## src/rtl/ddr_nch_apb_mux.sv

```systemverilog
// ddr_nch_apb_mux
//   Bridges one upstream APB3 slave port onto NUM_CH downstream DDR-channel
//   APB ports. addr[10:8] picks the channel and addr[7:0] is the register
//   offset. An out-of-range channel gets an immediate error response. A stuck
//   channel is cut off after TIMEOUT_CYC access cycles with an error response.
//   The block also synchronizes the per-channel init-done flags.
//
// Optional feature (macro DDR_APB_BCAST_EN):
//   When defined, a write to select 3'b111 is broadcast to every channel.
//   When undefined, 3'b111 is an ordinary out-of-range select.
//
// Ports
//   apb_clk, apb_rst_n         clock, async active-low reset
//   apb_sel/enable/write       upstream APB3 controls
//   apb_addr[10:0], apb_wdata  upstream address / write data
//   apb_rdata/ready/slverr     upstream response (ready is a 1-cycle pulse)
//   ch_apb_sel/enable[N]       per-channel select / enable
//   ch_apb_write/addr/wdata    shared registered downstream controls
//   ch_apb_rdata[N][16]        per-channel read data
//   ch_apb_ready[N]            per-channel ready
//   ch_init_done[N]            async per-channel init-done flags
//   init_done_vec, all_init_done  synchronized flags and their registered AND

// Two-flop synchronizer for one asynchronous status bit.
module ddr_nch_sync2 (
  input  logic clk,
  input  logic rst_n,
  input  logic d_i,
  output logic q_o
);
  logic meta_q, sync_q;

  always_ff @(posedge clk or negedge rst_n) begin
    if (!rst_n) begin
      meta_q <= 1'b0;
      sync_q <= 1'b0;
    end else begin
      meta_q <= d_i;
      sync_q <= meta_q;
    end
  end

  assign q_o = sync_q;
endmodule

module ddr_nch_apb_mux #(
  parameter int NUM_CH      = 3,
  parameter int TIMEOUT_CYC = 255
) (
  input  logic                   apb_clk,
  input  logic                   apb_rst_n,
  input  logic                   apb_sel,
  input  logic                   apb_enable,
  input  logic                   apb_write,
  input  logic [10:0]            apb_addr,
  input  logic [15:0]            apb_wdata,
  output logic [15:0]            apb_rdata,
  output logic                   apb_ready,
  output logic                   apb_slverr,
  output logic [NUM_CH-1:0]      ch_apb_sel,
  output logic [NUM_CH-1:0]      ch_apb_enable,
  output logic                   ch_apb_write,
  output logic [7:0]             ch_apb_addr,
  output logic [15:0]            ch_apb_wdata,
  input  logic [NUM_CH-1:0][15:0] ch_apb_rdata,
  input  logic [NUM_CH-1:0]      ch_apb_ready,
  input  logic [NUM_CH-1:0]      ch_init_done,
  output logic [NUM_CH-1:0]      init_done_vec,
  output logic                   all_init_done
);

  typedef enum logic [1:0] {S_IDLE, S_SETUP, S_ACCESS, S_RESP} state_e;

  localparam logic [3:0] NCH     = 4'(NUM_CH);
  localparam logic [9:0] TO_LAST = 10'(TIMEOUT_CYC - 1);
  localparam logic [15:0] ERR_DATA = 16'hDEAD;

  state_e            state_q, state_d;
  logic              write_q, write_d;
  logic [7:0]        addr_q, addr_d;
  logic [15:0]       wdata_q, wdata_d;
  // Channels still owing a response; one-hot for unicast, all ones for broadcast.
  logic [NUM_CH-1:0] pend_q, pend_d;
  logic [9:0]        cnt_q, cnt_d;
  logic [15:0]       rdata_q, rdata_d;
  logic              slverr_q, slverr_d;
  logic              all_q;

  logic [NUM_CH-1:0] onehot, left;
  logic [15:0]       rd_sel;
  logic              hit, bcast;

  assign hit = {1'b0, apb_addr[10:8]} < NCH;

`ifdef DDR_APB_BCAST_EN
  assign bcast = (apb_addr[10:8] == 3'b111) && apb_write;
`else
  assign bcast = 1'b0;
`endif

  // Channels that have not yet answered this cycle; ready from channels
  // outside the pending set never counts.
  assign left = pend_q & ~ch_apb_ready;

  always_comb begin
    onehot = '0;
    rd_sel = '0;
    for (int i = 0; i < NUM_CH; i++) begin
      onehot[i] = (apb_addr[10:8] == 3'(i));
      if (pend_q[i]) rd_sel = rd_sel | ch_apb_rdata[i];
    end
  end

  always_comb begin
    state_d  = state_q;
    write_d  = write_q;
    addr_d   = addr_q;
    wdata_d  = wdata_q;
    pend_d   = pend_q;
    cnt_d    = cnt_q;
    rdata_d  = rdata_q;
    slverr_d = slverr_q;
    unique case (state_q)
      S_IDLE: begin
        if (apb_sel && !apb_enable) begin
          write_d  = apb_write;
          addr_d   = apb_addr[7:0];
          wdata_d  = apb_wdata;
          cnt_d    = '0;
          rdata_d  = '0;
          slverr_d = 1'b0;
          if (bcast) begin
            pend_d  = '1;
            state_d = S_SETUP;
          end else if (hit) begin
            pend_d  = onehot;
            state_d = S_SETUP;
          end else begin
            pend_d   = '0;
            rdata_d  = ERR_DATA;
            slverr_d = 1'b1;
            state_d  = S_RESP;
          end
        end
      end
      S_SETUP: state_d = S_ACCESS;
      S_ACCESS: begin
        cnt_d  = cnt_q + 10'd1;
        pend_d = left;
        if (left == '0) begin
          state_d = S_RESP;
          if (!write_q) rdata_d = rd_sel;
        end else if (cnt_q == TO_LAST) begin
          state_d  = S_RESP;
          pend_d   = '0;
          rdata_d  = ERR_DATA;
          slverr_d = 1'b1;
        end
      end
      S_RESP:  state_d = S_IDLE;
      default: state_d = S_IDLE;
    endcase
  end

  always_ff @(posedge apb_clk or negedge apb_rst_n) begin
    if (!apb_rst_n) begin
      state_q  <= S_IDLE;
      write_q  <= 1'b0;
      addr_q   <= '0;
      wdata_q  <= '0;
      pend_q   <= '0;
      cnt_q    <= '0;
      rdata_q  <= '0;
      slverr_q <= 1'b0;
      all_q    <= 1'b0;
    end else begin
      state_q  <= state_d;
      write_q  <= write_d;
      addr_q   <= addr_d;
      wdata_q  <= wdata_d;
      pend_q   <= pend_d;
      cnt_q    <= cnt_d;
      rdata_q  <= rdata_d;
      slverr_q <= slverr_d;
      all_q    <= &init_done_vec;
    end
  end

  ddr_nch_sync2 u_sync [NUM_CH-1:0] (
    .clk   (apb_clk),
    .rst_n (apb_rst_n),
    .d_i   (ch_init_done),
    .q_o   (init_done_vec)
  );

  assign ch_apb_sel    = (state_q == S_SETUP || state_q == S_ACCESS) ? pend_q : '0;
  assign ch_apb_enable = (state_q == S_ACCESS) ? pend_q : '0;
  assign ch_apb_write  = write_q;
  assign ch_apb_addr   = addr_q;
  assign ch_apb_wdata  = wdata_q;
  assign apb_ready     = (state_q == S_RESP);
  assign apb_rdata     = rdata_q;
  assign apb_slverr    = slverr_q;
  assign all_init_done = all_q;

endmodule

```

## config.mk

```make
export PLATFORM = sky130hd
export DESIGN_NAME = ddr_nch_apb_mux
export DESIGN_NICKNAME = d
export VERILOG_FILES = /design/src/rtl/ddr_nch_apb_mux.sv
export SDC_FILE = /design/constraint.sdc
export NUM_CORES = 1
export LEC_CHECK = 0
export BUFFER_PORTS_ARGS = -buffer_cell sky130_fd_sc_hd__buf_2
export CELL_PAD_IN_SITES_DETAIL_PLACEMENT = 1
export CELL_PAD_IN_SITES_GLOBAL_PLACEMENT = 2
export CORE_MARGIN = 10
export CORE_UTILIZATION = 27
export DETAILED_ROUTE_END_ITERATION = 10
export PLACE_DENSITY = 0.79
export SLEW_MARGIN = 20
export SYNTH_ARGS = -nofsm -noshare
export SYNTH_HDL_FRONTEND = slang
export SYNTH_SLANG_ARGS = --single-unit
```

## constraint.sdc

```tcl
create_clock -name apb_clk -period 2.4 [get_ports apb_clk]
set_input_delay 0.12 -clock apb_clk [delete_from_list [all_inputs] [get_ports apb_clk]]
set_output_delay 0.12 -clock apb_clk [all_outputs]
set_load 0.02 [all_outputs]
```

### Word level (Yosys, flattened, before mapping)

Cells that the tools add are included.

* memories: 0
* bits of input ports: 86
* output and inout bits: 53
* memory bits (writable): 0
* logic and storage cells: 73
* bits in latches: 0
* bits in registers: 64
* memory bits (read-only): 0

* bitwise logic cells: 4
* eq/ne operators: 11
* shift-type cells: 0
* multiply operators: 0
* divide/modulo/power cells: 0
* $lt $le $gt $ge: 1
* reduce and logical (&&, ||, !) cells: 13
* $add $sub $neg: 1
* muxes and demuxes: 28

Operators with widths (number)
* 16-bit two-way mux: 8
* 16-bit bitwise OR: 2
* 16-bit case mux with 2 select lines: 1
* 10-bit case mux with 2 select lines: 1
* 3-bit two-way mux: 6
* 10-bit by 1-bit adder with 10-bit output (second input constant): 1
* 10-bit by 8-bit == test with 1-bit output (second input constant): 1
* 10-bit two-way mux: 1
* 2-bit two-way mux: 4
* 2-bit case mux with 4 select lines: 1
* 4-bit AND reduction: 2
* 3-bit zero test: 2
* 2-bit inequality test (second input constant): 3
* 3-bit inequality test (second input constant): 2
* 3-bit case mux with 2 select lines: 1
* 2-bit AND reduction: 3
* 2-bit == test (second input constant): 2
* 1-bit two-way mux: 4
* 3-bit AND: 1
* 3-bit by 1-bit == test with 1-bit output (second input constant): 1
* 3-bit by 2-bit == test with 1-bit output (second input constant): 1
* 3-bit by 2-bit < comparator with 1-bit output (second input constant): 1
* 3-bit NOT: 1
* 3-bit AND reduction: 1
* other kinds (7): 7

### Depth between registers and ports, before layout

Gate-level depths: netlist of run 1.

* depth in word-level cells: 8
* mapped depth: 8
* mapped depth without buffers: 6

### Cells and area by module

Synthesis of run 1 repeated with hierarchy kept, for this count alone.

* cell total of the unflattened synthesis: 294
* area total of the unflattened synthesis: 3015.4 um^2

Modules (own cells, without submodules)
* ddr_nch_apb_mux: seq. area each 1451.4 um^2, area an instance 2865.2 um^2, cells each 288, instances 1
* ddr_nch_sync2: seq. area each 50.0 um^2, area an instance 50.0 um^2, cells each 2, instances 3

### Worst setup path before layout of run 1

OpenSTA, ideal clock, no wires.

* path type: register -> register
* from: register state_q[0]
* to: register rdata_q[10], in the netlist apb_rdata[10]
* setup slack: 0.293 ns
* stages on the path, launching flop included: 9
* clock period less this slack: 2.107 ns
* buffers on the path: 2
* arrival: 1.982 ns
* setup time: 0.125 ns
* required time: 2.275 ns
* path through: dfrtp_1 inv_1 ha_1 and3b_1 clkbuf_1 nor2_1 a211oi_4 buf_8 mux2_4

* word-level cells in the longest chain between the ends: 3
* elaborated cells between the ends (all ways): 8
* those cells by class: eq/ne: 4; mux: 1; reduce/logical: 3

RTL lines
* from (decl): line 78 `state_e state_q, state_d;`
* from (signal assigned): line 177 `state_q <= state_d;`
* 2-bit == test / 2-bit zero test (equally long branches): line 123 `unique case (state_q)`
* 3-bit inequality test (no line) (tied with other cells)
* 4-bit AND reduction (no line)
* to (signal assigned): line 183 `rdata_q <= rdata_d;`
* to (decl): line 85 `logic [15:0] rdata_q, rdata_d;`

Parallel ways exist; a longest one is shown, timed or not.
A chain may end at the register's enable or synchronous reset.

### Worst setup path after layout of run 1

* from: register pend_q[0]
* to: register rdata_q[0], in the netlist apb_rdata[0]

* word-level cells in the longest chain between the ends: 8
* elaborated cells between the ends (all ways): 13
* those cells by class: eq/ne: 2; mux: 6; bitwise: 3; reduce/logical: 2

RTL lines
* from (decl): line 83 `logic [NUM_CH-1:0] pend_q, pend_d;`
* from (signal assigned): line 181 `pend_q <= pend_d;`
* 16-bit two-way mux: line 110 `if (pend_q[i]) rd_sel = rd_sel | ch_apb_rdata[i];`
* 16-bit bitwise OR: line 110
* 16-bit two-way mux: line 110
* 16-bit bitwise OR: line 110
* 16-bit two-way mux: line 110
* 16-bit two-way mux: line 152 `if (!write_q) rdata_d = rd_sel;`
* 16-bit two-way mux: line 150 `if (left == '0) begin`
* 16-bit case mux with 2 select lines: line 123

Parallel ways exist; a longest one is shown, timed or not. The select of a mux whose other input is x is not followed.

==> results of run 1 <==
## through the flow
stage,std cells,power (W),hold WS [ns],util
after floorplan,297,0.00357,-0.176,-
after global placement,567,0.00445,0.0535,0.358
after detailed placement,567,0.00456,0.0514,0.358
after CTS,612,0.00605,0.0788,0.414
after global routing,612,0.00640,0.109,0.414
final,612,0.00594,0.0878,0.414
## layout make-up
class / instances / area [µm²]
clock inverters: 5 / 80.1
flip-flops and latches: 64 / 1600
well taps: 140 / 175
fillers: 1284 / 6410
repair buffers: 181 / 1100
inverters: 5 / 18.8
clock buffers: 11 / 243
multi-input cells: 206 / 1310
## timing repair
item	4_1_cts	5_1_grt
resized for setup	0	0
hold buffers	29	0
endpoints found under the hold margin	41	0
setup endpoints to repair	0	0
## power breakdown
part | internal [W] | total (W) | switching (W) | leakage (nW)
sequential | 0.00151 | 0.00176 | 0.000244 | 0.804
clock | 0.000935 | 0.00141 | 0.000471 | 0.152
combinational | 0.00115 | 0.00277 | 0.00162 | 1.36
total | 0.00360 | 0.00594 | 0.00233 | 2.31
## cells by family (layout without fill, tap and decap cells)
family	after synthesis	after routing	share of synthesized area
fa+ha+maj	5	5	0.0207
flops	64	64	0.529
xor+xnor	5	5	0.0145
buf+inv	27	202	0.0417
simple gates	125	125	0.181
mux	16	16	0.0719
compound gates	55	55	0.142
## worst max path at each step
| stage | slack [ns] | cells after the start | to | startpoint |
|---|---|---|---|---|
| 6_report | 0.26 | 5 | apb_rdata[0] | pend_q[0] |
| 5_1_grt | 0.11 | 7 | cnt_q[7] | state_q[0] |
| 4_1_cts | 0.25 | 7 | apb_rdata[0] | state_q[0] |
| 3_5_place_dp | 0.26 | 7 | apb_rdata[0] | state_q[0] |
| 3_3_place_gp | 0.35 | 5 | apb_rdata[5] | pend_q[0] |
| 2_1_floorplan | 0.29 | 8 | apb_rdata[10] | state_q[0] |
## state kept, by name, summed over array words and instances, names as in the netlist
register	cells
u_sync.meta_q	3
apb_slverr	1
cnt_q	10
pend_q	3
apb_rdata	16
ch_apb_addr	8
u_sync.q_o	3
state_q	2
all_init_done	1
ch_apb_wdata	16
ch_apb_write	1
## critical path: stages, from the launching register on
cell and delay (ns):
dfrtp_1 0.36, nor2b_1 0.17, or3_1 0.54, a211oi_4 0.24, buf_4 0.31, mux2_2 0.38
## per-layer routing
layer / vias to the layer above / share of wire / global-route usage
met4: 0 / 0.0055 / 0.0322
met5: - / 0 / 0
met2: 90 / 0.50 / 0.227
met3: 5 / 0.066 / 0.0411
li1: 1384 / - / -
met1: 1374 / 0.43 / 0.149
## layout by cell type (no fill, tap or decap), types with 2 or more instances in the layout
master,count
nor2_1,8
nor4_1,3
o2111ai_1,2
a21oi_1,15
buf_4,13
a222oi_1,16
nor2b_1,5
and2_1,8
inv_1,5
a221o_1,2
ha_1,5
bufinv_16,2
buf_2,138
mux2_4,10
o211ai_1,3
dfrtp_1,64
clkinvlp_4,2
o21ai_0,8
nor3_1,5
dlygate4sd3_1,29
nand2_1,85
or3_1,4
xor2_1,5
mux2_2,6
clkbuf_16,9
==> results.sh, run 1 <==
export IMPL_status="finished, final reports clean"
export IMPL_io_pins=139
export IMPL_slew_headroom=0.625
export IMPL_antenna_cells=0
export IMPL_synth_edf_count=0
export IMPL_crit_required_ns=2.60
export IMPL_timing_clock_skew_ns=0.00507
export IMPL_clkTransAtPathRegs_ns=0.05
export IMPL_holdPathStages=3
export IMPL_hold_violations=0
export IMPL_drive_above_1_share=0.394
export IMPL_grt_overflow=0
export IMPL_cts_tree="yes"
export IMPL_wl_per_cell_um=16.9
export IMPL_wl_um=10400
export IMPL_cts_buffers=9
export IMPL_worstSetupStartpointType="register"
export IMPL_antenna_found_initial=0
export IMPL_tns_ns=0
export IMPL_worst_pin_slew_ns=0.560
export IMPL_critPathKind="register to register"
export IMPL_slew_viol_final=0
export IMPL_initial_core_util=0.277
export IMPL_worst_r2r_path_depth=5
export IMPL_period_minus_slack_ns=2.14
export IMPL_drt_iter0_drc=198
export IMPL_first_global_vias=3338
export IMPL_gp_congestion=0.741
export IMPL_crit_fanout=16
export IMPL_drc_errors=0
export IMPL_postCtsSetupBuffers=0
export IMPL_ant_nets=0
export IMPL_clock_fmax_mhz=468
export IMPL_grt_pass1_wl_um=17200
export IMPL_cts_htree_levels=3
export IMPL_routed_via_count=2853
export IMPL_synthMostInstantiatedCell="nand2_1"
export IMPL_ctsRootBufferMaster="clkbuf_16"
export IMPL_r2r_start="pend_q[0]"
export IMPL_ff2ff_setup_slack_ns=0.26
export IMPL_hold_path_startpoint="apb_addr[9]"
export IMPL_hp_class="input pin to register"
export IMPL_nNetsFinal=558
export IMPL_area_growth_pct=49.4
export IMPL_firstDrtPassIters=5
export IMPL_die_h_um=126
export IMPL_timing_final_ws_setup_ns=0.264
export IMPL_worstPathArrival_ns=2.34
export IMPL_final_area_mm2=0.00452
export IMPL_drv_cap=0
export IMPL_synth_top_cell_by_area="dfrtp_1"
export IMPL_clock_path_buffers=2
export IMPL_clk_latency_ns=0.32
export IMPL_netlist_cell_type_count=39
export IMPL_max_vdd_ir_drop_v=0.000565
export IMPL_hold_path_end="pend_q[2]"
export IMPL_die_area_mm2=0.0159
export IMPL_syn_inst=297
export IMPL_clock_sinks=64
export IMPL_synth_top_area_share=0.529
export IMPL_grt_max_degree=52
export IMPL_dpl_cell_area_mm2=0.00391
export IMPL_die_width_um=126
export IMPL_syn_area_mm2=0.00303
export IMPL_yosys_warnings=0
export IMPL_p_leak_nw=2.31
export IMPL_synth_seq_cells=64
export IMPL_worstSetupEndpointType="register"
export IMPL_vias_per_cell=4.66
export IMPL_synth_area_top_cells="dfrtp_1 53%, nand2_1 11%, a222oi_1 5.3%, mux2_4 5.0%, a21oi_1 2.5%"
export IMPL_rows=38
export IMPL_final_setup_viol_count=0
export IMPL_reg2reg_to="apb_rdata[0]"
export IMPL_synth_ff_type="dfrtp_1"
export IMPL_syn_avg_cell_area_um2=10.2
export IMPL_synth_seq_area_share=0.529
export IMPL_synth_nets=388
export IMPL_synth_common_cells="85 x nand2_1, 64 x dfrtp_1, 16 x a222oi_1"
export IMPL_port_buffers=138
export IMPL_powerDensity_mw_per_mm2=1310
export IMPL_hpwl_um=7670
export IMPL_grt_usage=0.129
export IMPL_async_flop_share=1.00
export IMPL_pre_cts_ws_ns=0.259
export IMPL_final_period_utilization=0.890
export IMPL_rsz0062_at_grt="false"
export IMPL_core_mm2=0.0109
(Power assumes the default switching activity.)
==> run 2, diff against run 1 <==
--- a/config.mk
+++ b/config.mk
@@ -6,12 +6,13 @@
 export NUM_CORES = 1
 export LEC_CHECK = 0
 export BUFFER_PORTS_ARGS = -buffer_cell sky130_fd_sc_hd__buf_2
+export CAP_MARGIN = 25
 export CELL_PAD_IN_SITES_DETAIL_PLACEMENT = 1
 export CELL_PAD_IN_SITES_GLOBAL_PLACEMENT = 2
 export CORE_MARGIN = 10
 export CORE_UTILIZATION = 27
 export DETAILED_ROUTE_END_ITERATION = 10
-export PLACE_DENSITY = 0.79
+export PLACE_DENSITY = 0.86
 export SLEW_MARGIN = 20
 export SYNTH_ARGS = -nofsm -noshare
 export SYNTH_HDL_FRONTEND = slang
==> run 2 against run 1 <==
Effect of this change: the run now ends with hold timing left; flip-flop and latch count did not move; hold slack got worse by 0.089 ns; register-to-register slack barely moved; clock power fell by 15%; sequential power barely moved; combinational power barely moved; die area did not move; non-clock buffer count fell by 3; final area fell by 1.7%; largest cell class unchanged; highest routed layer unchanged.
==> results.sh, run 2 (same netlist as run 1, synthesis figures left out) <==
export IMPL_slew_viol_final=0
export IMPL_worstSetupEndpointType="register"
export IMPL_nNetsFinal=555
export IMPL_p_clk_frac=0.209
export IMPL_io_pins=139
export IMPL_cts_tree="yes"
export IMPL_ctsRootBufferMaster="clkbuf_16"
export IMPL_status="finished with violations"
export IMPL_switchingPower_w=0.00236
export IMPL_drc_errors=0
export IMPL_crit_required_ns=2.61
export IMPL_period_minus_slack_ns=2.13
export IMPL_firstDrtPassIters=4
export IMPL_layout_commonest_cell="buf_2"
export IMPL_wl_per_cell_um=17.7
export IMPL_tns_ns=0
export IMPL_final_period_utilization=0.888
export IMPL_grt_overflow=0
export IMPL_die_h_um=126
export IMPL_drt_iter0_drc=202
export IMPL_powerDensity_mw_per_mm2=1290
export IMPL_crit_fanout=16
export IMPL_clock_sinks=64
export IMPL_rows=38
export IMPL_cts_resized=0
export IMPL_core_mm2=0.0109
export IMPL_hold_violations=1
export IMPL_fin_hold_ws_ns=-0.000909
export IMPL_grt_pass1_wl_um=17600
export IMPL_cts_buffers=9
export IMPL_worst_pin_slew_ns=0.807
export IMPL_area_growth_pct=46.8
export IMPL_grt_usage=0.134
export IMPL_vias_per_cell=4.74
export IMPL_ant_nets=0
export IMPL_final_util=0.407
export IMPL_rsz0062_at_grt="false"
export IMPL_final_setup_viol_count=0
export IMPL_clock_path_buffers=2
export IMPL_max_vdd_ir_drop_v=0.000528
export IMPL_dpl_cell_area_mm2=0.00390
export IMPL_drv_cap=0
export IMPL_antenna_cells=0
export IMPL_clkTransAtPathRegs_ns=0.06
export IMPL_die_area_mm2=0.0159
export IMPL_violations="hold timing"
export IMPL_timing_clock_skew_ns=0.00692
export IMPL_power_share_combinational=0.483
export IMPL_routed_via_count=2882
export IMPL_die_width_um=126
export IMPL_grt_max_degree=34
export IMPL_gp_congestion=0.767
export IMPL_critPathKind="register to register"
export IMPL_worstPathArrival_ns=2.34
export IMPL_worstSetupStartpointType="register"
export IMPL_dp_cells=566
export IMPL_drive_above_1_share=0.395
export IMPL_port_buffers=138
export IMPL_clk_latency_ns=0.33
export IMPL_wl_um=10800
export IMPL_cts_htree_levels=3
export IMPL_hp_class="input pin to register"
export IMPL_first_global_vias=3335
export IMPL_slew_headroom=0.462
export IMPL_intPower_w=0.00337
export IMPL_layout_common_cells="138 x buf_2, 85 x nand2_1, 64 x dfrtp_1"
export IMPL_final_area_mm2=0.00445
export IMPL_p_leak_nw=2.28
export IMPL_clock_fmax_mhz=469
export IMPL_initial_core_util=0.277
export IMPL_fillers=1295
export IMPL_seqPwrFrac=0.308
export IMPL_hpwl_um=7890
export IMPL_layout_cells_non_filler=608
export IMPL_switching_share=0.412
export IMPL_antenna_found_initial=0
-- run 2: metrics by stage --
| step | setup WS [ns] | power, W |
|---|---|---|
| final | 0.268 | 0.00573 |
| after global routing | 0.0456 | 0.00617 |
| after CTS | 0.238 | 0.00582 |
| after detailed placement | 0.263 | 0.00453 |
| after global placement | 0.361 | 0.00442 |
| after floorplan | 0.293 | 0.00357 |
-- run 2: worst max-delay path, cell delays in order, from the launching register on --
cell,delay [ns]
dfrtp_1,0.40
inv_1,0.09
ha_1,0.29
nand2_1,0.12
nor4_1,0.49
a211oi_4,0.07
buf_4,0.25
mux2_4,0.32
-- run 2: power by group through the flow --
stage | clock network [W] | registers [W] | logic, W
floorplan | 0 | 0.00218 | 0.00139
global placement | 0 | 0.00175 | 0.00267
detailed placement | 0 | 0.00178 | 0.00276
CTS | 0.00123 | 0.00177 | 0.00281
global route | 0.00129 | 0.00183 | 0.00305
finish | 0.00120 | 0.00177 | 0.00277
-- run 2: final timing paths --
check                            startpoint              to  slack, ns  cells after the start
max in group asynchronous         apb_rst_n   apb_rdata[13]       1.31                      3
max reg2reg                      state_q[0]   apb_rdata[12]       0.27                      7
max                              state_q[0]   apb_rdata[12]       0.27                      7
min in group asynchronous         apb_rst_n      state_q[1]       0.43                      2
min reg2reg                u_sync[0].meta_q   u_sync[0].q_o       0.35                      0
min                             apb_addr[3]  ch_apb_addr[3]    -0.0009                      3
-- run 2: what timing repair did --
item | CTS | global route
endpoints found under the hold margin | 58 | 0
setup endpoints to repair | 0 | 0
buffers inserted | 0 | 0
hold buffers | 27 | 0
-- run 2: area by class of cell --
type                    instances  area [µm²]  share of cell area
clock inverters                 5        33.8             0.00760
clock buffers                  10         239              0.0537
multi-input cells             206        1310               0.294
inverters                       5        18.8             0.00422
well taps                     140         175              0.0394
flip-flops and latches         64        1600               0.360
repair buffers                178        1070               0.241
-- run 2: layer usage --
metal	track usage	vias to the layer above	part of all wire	routed length, µm
met4	0.0295	0	0.0097	105
met5	0	-	0	0
met1	0.145	1397	0.40	4270
li1	-	1377	-	-
met2	0.241	97	0.52	5590
met3	0.0520	11	0.075	809
==> run 3, diff against run 2 <==
--- a/config.mk
+++ b/config.mk
@@ -5,14 +5,15 @@
 export SDC_FILE = /design/constraint.sdc
 export NUM_CORES = 1
 export LEC_CHECK = 0
+export ABC_AREA = 1
 export BUFFER_PORTS_ARGS = -buffer_cell sky130_fd_sc_hd__buf_2
 export CAP_MARGIN = 25
 export CELL_PAD_IN_SITES_DETAIL_PLACEMENT = 1
 export CELL_PAD_IN_SITES_GLOBAL_PLACEMENT = 2
-export CORE_MARGIN = 10
+export CORE_MARGIN = 2
 export CORE_UTILIZATION = 27
 export DETAILED_ROUTE_END_ITERATION = 10
-export PLACE_DENSITY = 0.86
+export PLACE_DENSITY = 0.87
 export SLEW_MARGIN = 20
 export SYNTH_ARGS = -nofsm -noshare
 export SYNTH_HDL_FRONTEND = slang
==> run 3 against run 2 <==
Effect of this change: the run now ends clean; clock skew rose by 0.0028 ns; global-route usage grew 1.7 points; flip-flop and latch count unchanged; synthesized cell count is 22% higher; final cell count grew 7.7%; non-clock buffer count fell by 30; area after synthesis up 6.9%; clock power up 6%.
==> results.sh, run 3 <==
export IMPL_wl_per_cell_um=14.6
export IMPL_layout_common_cells="138 x buf_2, 109 x nand2_1, 64 x dfrtp_1"
export IMPL_p_clk_frac=0.214
export IMPL_port_buffers=138
export IMPL_grt_max_degree=36
export IMPL_yosys_warnings=0
export IMPL_clock_fmax_mhz=512
export IMPL_switchingPower_w=0.00263
export IMPL_rows=40
export IMPL_clk_latency_ns=0.33
export IMPL_worstSetupEndpointType="register"
export IMPL_fillers=1430
export IMPL_ant_nets=0
export IMPL_worst_pin_slew_ns=0.873
export IMPL_synth_nets=452
export IMPL_powerDensity_mw_per_mm2=1350
export IMPL_crit_required_ns=2.60
export IMPL_die_h_um=114
export IMPL_drc_errors=0
export IMPL_initial_core_util=0.273
export IMPL_syn_area_mm2=0.00324
export IMPL_async_flop_share=1.00
export IMPL_slew_viol_final=0
export IMPL_cts_buffers=9
export IMPL_slew_headroom=0.418
export IMPL_hpwl_um=7200
export IMPL_drv_cap=0
export IMPL_cts_htree_levels=3
export IMPL_met2_usage=0.270
export IMPL_syn_inst=361
export IMPL_synth_seq_area_share=0.494
export IMPL_final_util=0.370
export IMPL_worstPathArrival_ns=2.15
export IMPL_p_leak_nw=2.30
export IMPL_final_setup_viol_count=0
export IMPL_synth_edf_count=0
export IMPL_gr_max_usage_layer="met2"
export IMPL_grtUsageMet1=0.178
export IMPL_worstSetupStartpointType="register"
export IMPL_grt_usage=0.151
export IMPL_synth_top_cell_by_area="dfrtp_1"
export IMPL_switching_share=0.443
export IMPL_nNetsFinal=592
export IMPL_postCtsSetupBuffers=0
export IMPL_period_minus_slack_ns=1.95
export IMPL_final_period_utilization=0.814
export IMPL_first_global_vias=3197
export IMPL_hold_violations=0
export IMPL_drt_iter0_drc=94
export IMPL_seqPwrFrac=0.303
export IMPL_intPower_w=0.00330
export IMPL_syn_avg_cell_area_um2=8.97
export IMPL_cts_tree="yes"
export IMPL_synth_common_cells="109 x nand2_1, 64 x dfrtp_1, 32 x inv_1"
export IMPL_critPathKind="register to register"
export IMPL_ctsRootBufferMaster="clkbuf_16"
export IMPL_crit_fanout=32
export IMPL_synth_seq_cells=64
export IMPL_drive_above_1_share=0.419
export IMPL_grt_pass1_wl_um=15400
export IMPL_cts_resized=0
export IMPL_ff2ff_setup_slack_ns=0.45
export IMPL_hp_class="input pin to register"
export IMPL_synthMostInstantiatedCell="nand2_1"
export IMPL_core_mm2=0.0119
export IMPL_clock_path_buffers=2
export IMPL_die_area_mm2=0.0129
export IMPL_clkTransAtPathRegs_ns=0.06
export IMPL_status="finished, final reports clean"
export IMPL_area_growth_pct=35.5
export IMPL_grt_overflow=0
export IMPL_gp_congestion=0.770
export IMPL_wl_um=9550
export IMPL_firstDrtPassIters=4
export IMPL_routed_via_count=2980
export IMPL_power_share_combinational=0.484
export IMPL_synth_ff_type="dfrtp_1"
export IMPL_vias_per_cell=4.55
export IMPL_grt_met3_usage=0.0468
export IMPL_io_pins=139
export IMPL_netlist_cell_type_count=27
export IMPL_rsz0062_at_grt="false"
export IMPL_synth_area_top_cells="dfrtp_1 49%, nand2_1 13%, mux2_2 8.7%, o21ai_2 4.3%, nand3_1 4.2%"
export IMPL_tns_ns=0
export IMPL_fin_hold_ws_ns=0.0211
export IMPL_max_vdd_ir_drop_v=0.000462
export IMPL_antenna_found_initial=2
export IMPL_die_width_um=114
export IMPL_layout_commonest_cell="buf_2"
export IMPL_synth_top_area_share=0.494
export IMPL_clock_sinks=64
export IMPL_timing_clock_skew_ns=0.00970
==> run 3: layout make-up <==
type	count	area (µm²)	share of cell area
sequential	64	1600	0.365
multi-input combinational	246	1400	0.319
timing repair buffer	148	788	0.180
clock buffer	11	253	0.0576
tap	147	184	0.0419
inverter	32	120	0.0274
clock inverter	5	38.8	0.00883
antenna	2	5.00	0.00114
==> run 3: routing by layer <==
layer | vias to the layer above | part of all wire | routed length (µm)
met5 | - | 0 | 0
met4 | 0 | 0.011 | 106
met3 | 11 | 0.072 | 688
met2 | 88 | 0.51 | 4860
met1 | 1438 | 0.41 | 3900
li1 | 1443 | - | -
==> run 3: kinds of logic (layout without fill, tap and decap cells) <==
group | after synthesis | count (layout) | synth area share
buffers and inverters | 51 | 196 | 0.0734
flip-flops | 64 | 64 | 0.494
multiplexers | 25 | 25 | 0.0869
AO/OA/AOI/OAI | 44 | 44 | 0.0881
AND/OR/NAND/NOR | 172 | 172 | 0.238
adder cells (fa/ha/maj) | 5 | 5 | 0.0193
other | 0 | 2 | 0
==> run 3: timing repair <==
item,in CTS,in global routing
hold buffers,4,0
endpoints found under the hold margin,37,0
setup endpoints to repair,0,0
==> run 3: through the flow <==
stage	instances	cell area (µm²)	total power [W]	worst slack [ns]
CTS	653	4390	0.00603	0.439
global route	653	4390	0.00640	0.228
floorplan	361	3240	0.00383	0.932
global placement	633	4050	0.00460	0.544
detailed placement	633	4050	0.00471	0.436
finish	655	4390	0.00593	0.447
==> run 3: critical path: stages (launching register included) <==
cell and delay (ns):
dfrtp_1 0.38, inv_1 0.10, ha_1 0.33, nand2_1 0.14
nand2_4 0.21, nand3_4 0.38, nand2_1 0.21, o21ai_2 0.06
==> run 3: power by group through the flow <==
stage | registers, W | clock network, W | logic, W
after floorplan | 0.00223 | 0 | 0.00160
after global placement | 0.00179 | 0 | 0.00281
after detailed placement | 0.00181 | 0 | 0.00290
after CTS | 0.00180 | 0.00130 | 0.00293
after global routing | 0.00186 | 0.00135 | 0.00319
final | 0.00179 | 0.00127 | 0.00287
==> run 3: path summary, 6_finish.rpt <==
kind | startpoint | end | cells after the start
setup / recovery | state_q[0] | apb_rdata[4] | 7
hold / removal | apb_addr[0] | ch_apb_addr[0] | 2
setup reg to reg | state_q[0] | apb_rdata[4] | 7
hold reg to reg | u_sync[0].meta_q | u_sync[0].q_o | 0
max in group asynchronous | apb_rst_n | cnt_q[8] | 3
min in group asynchronous | apb_rst_n | apb_rdata[9] | 2
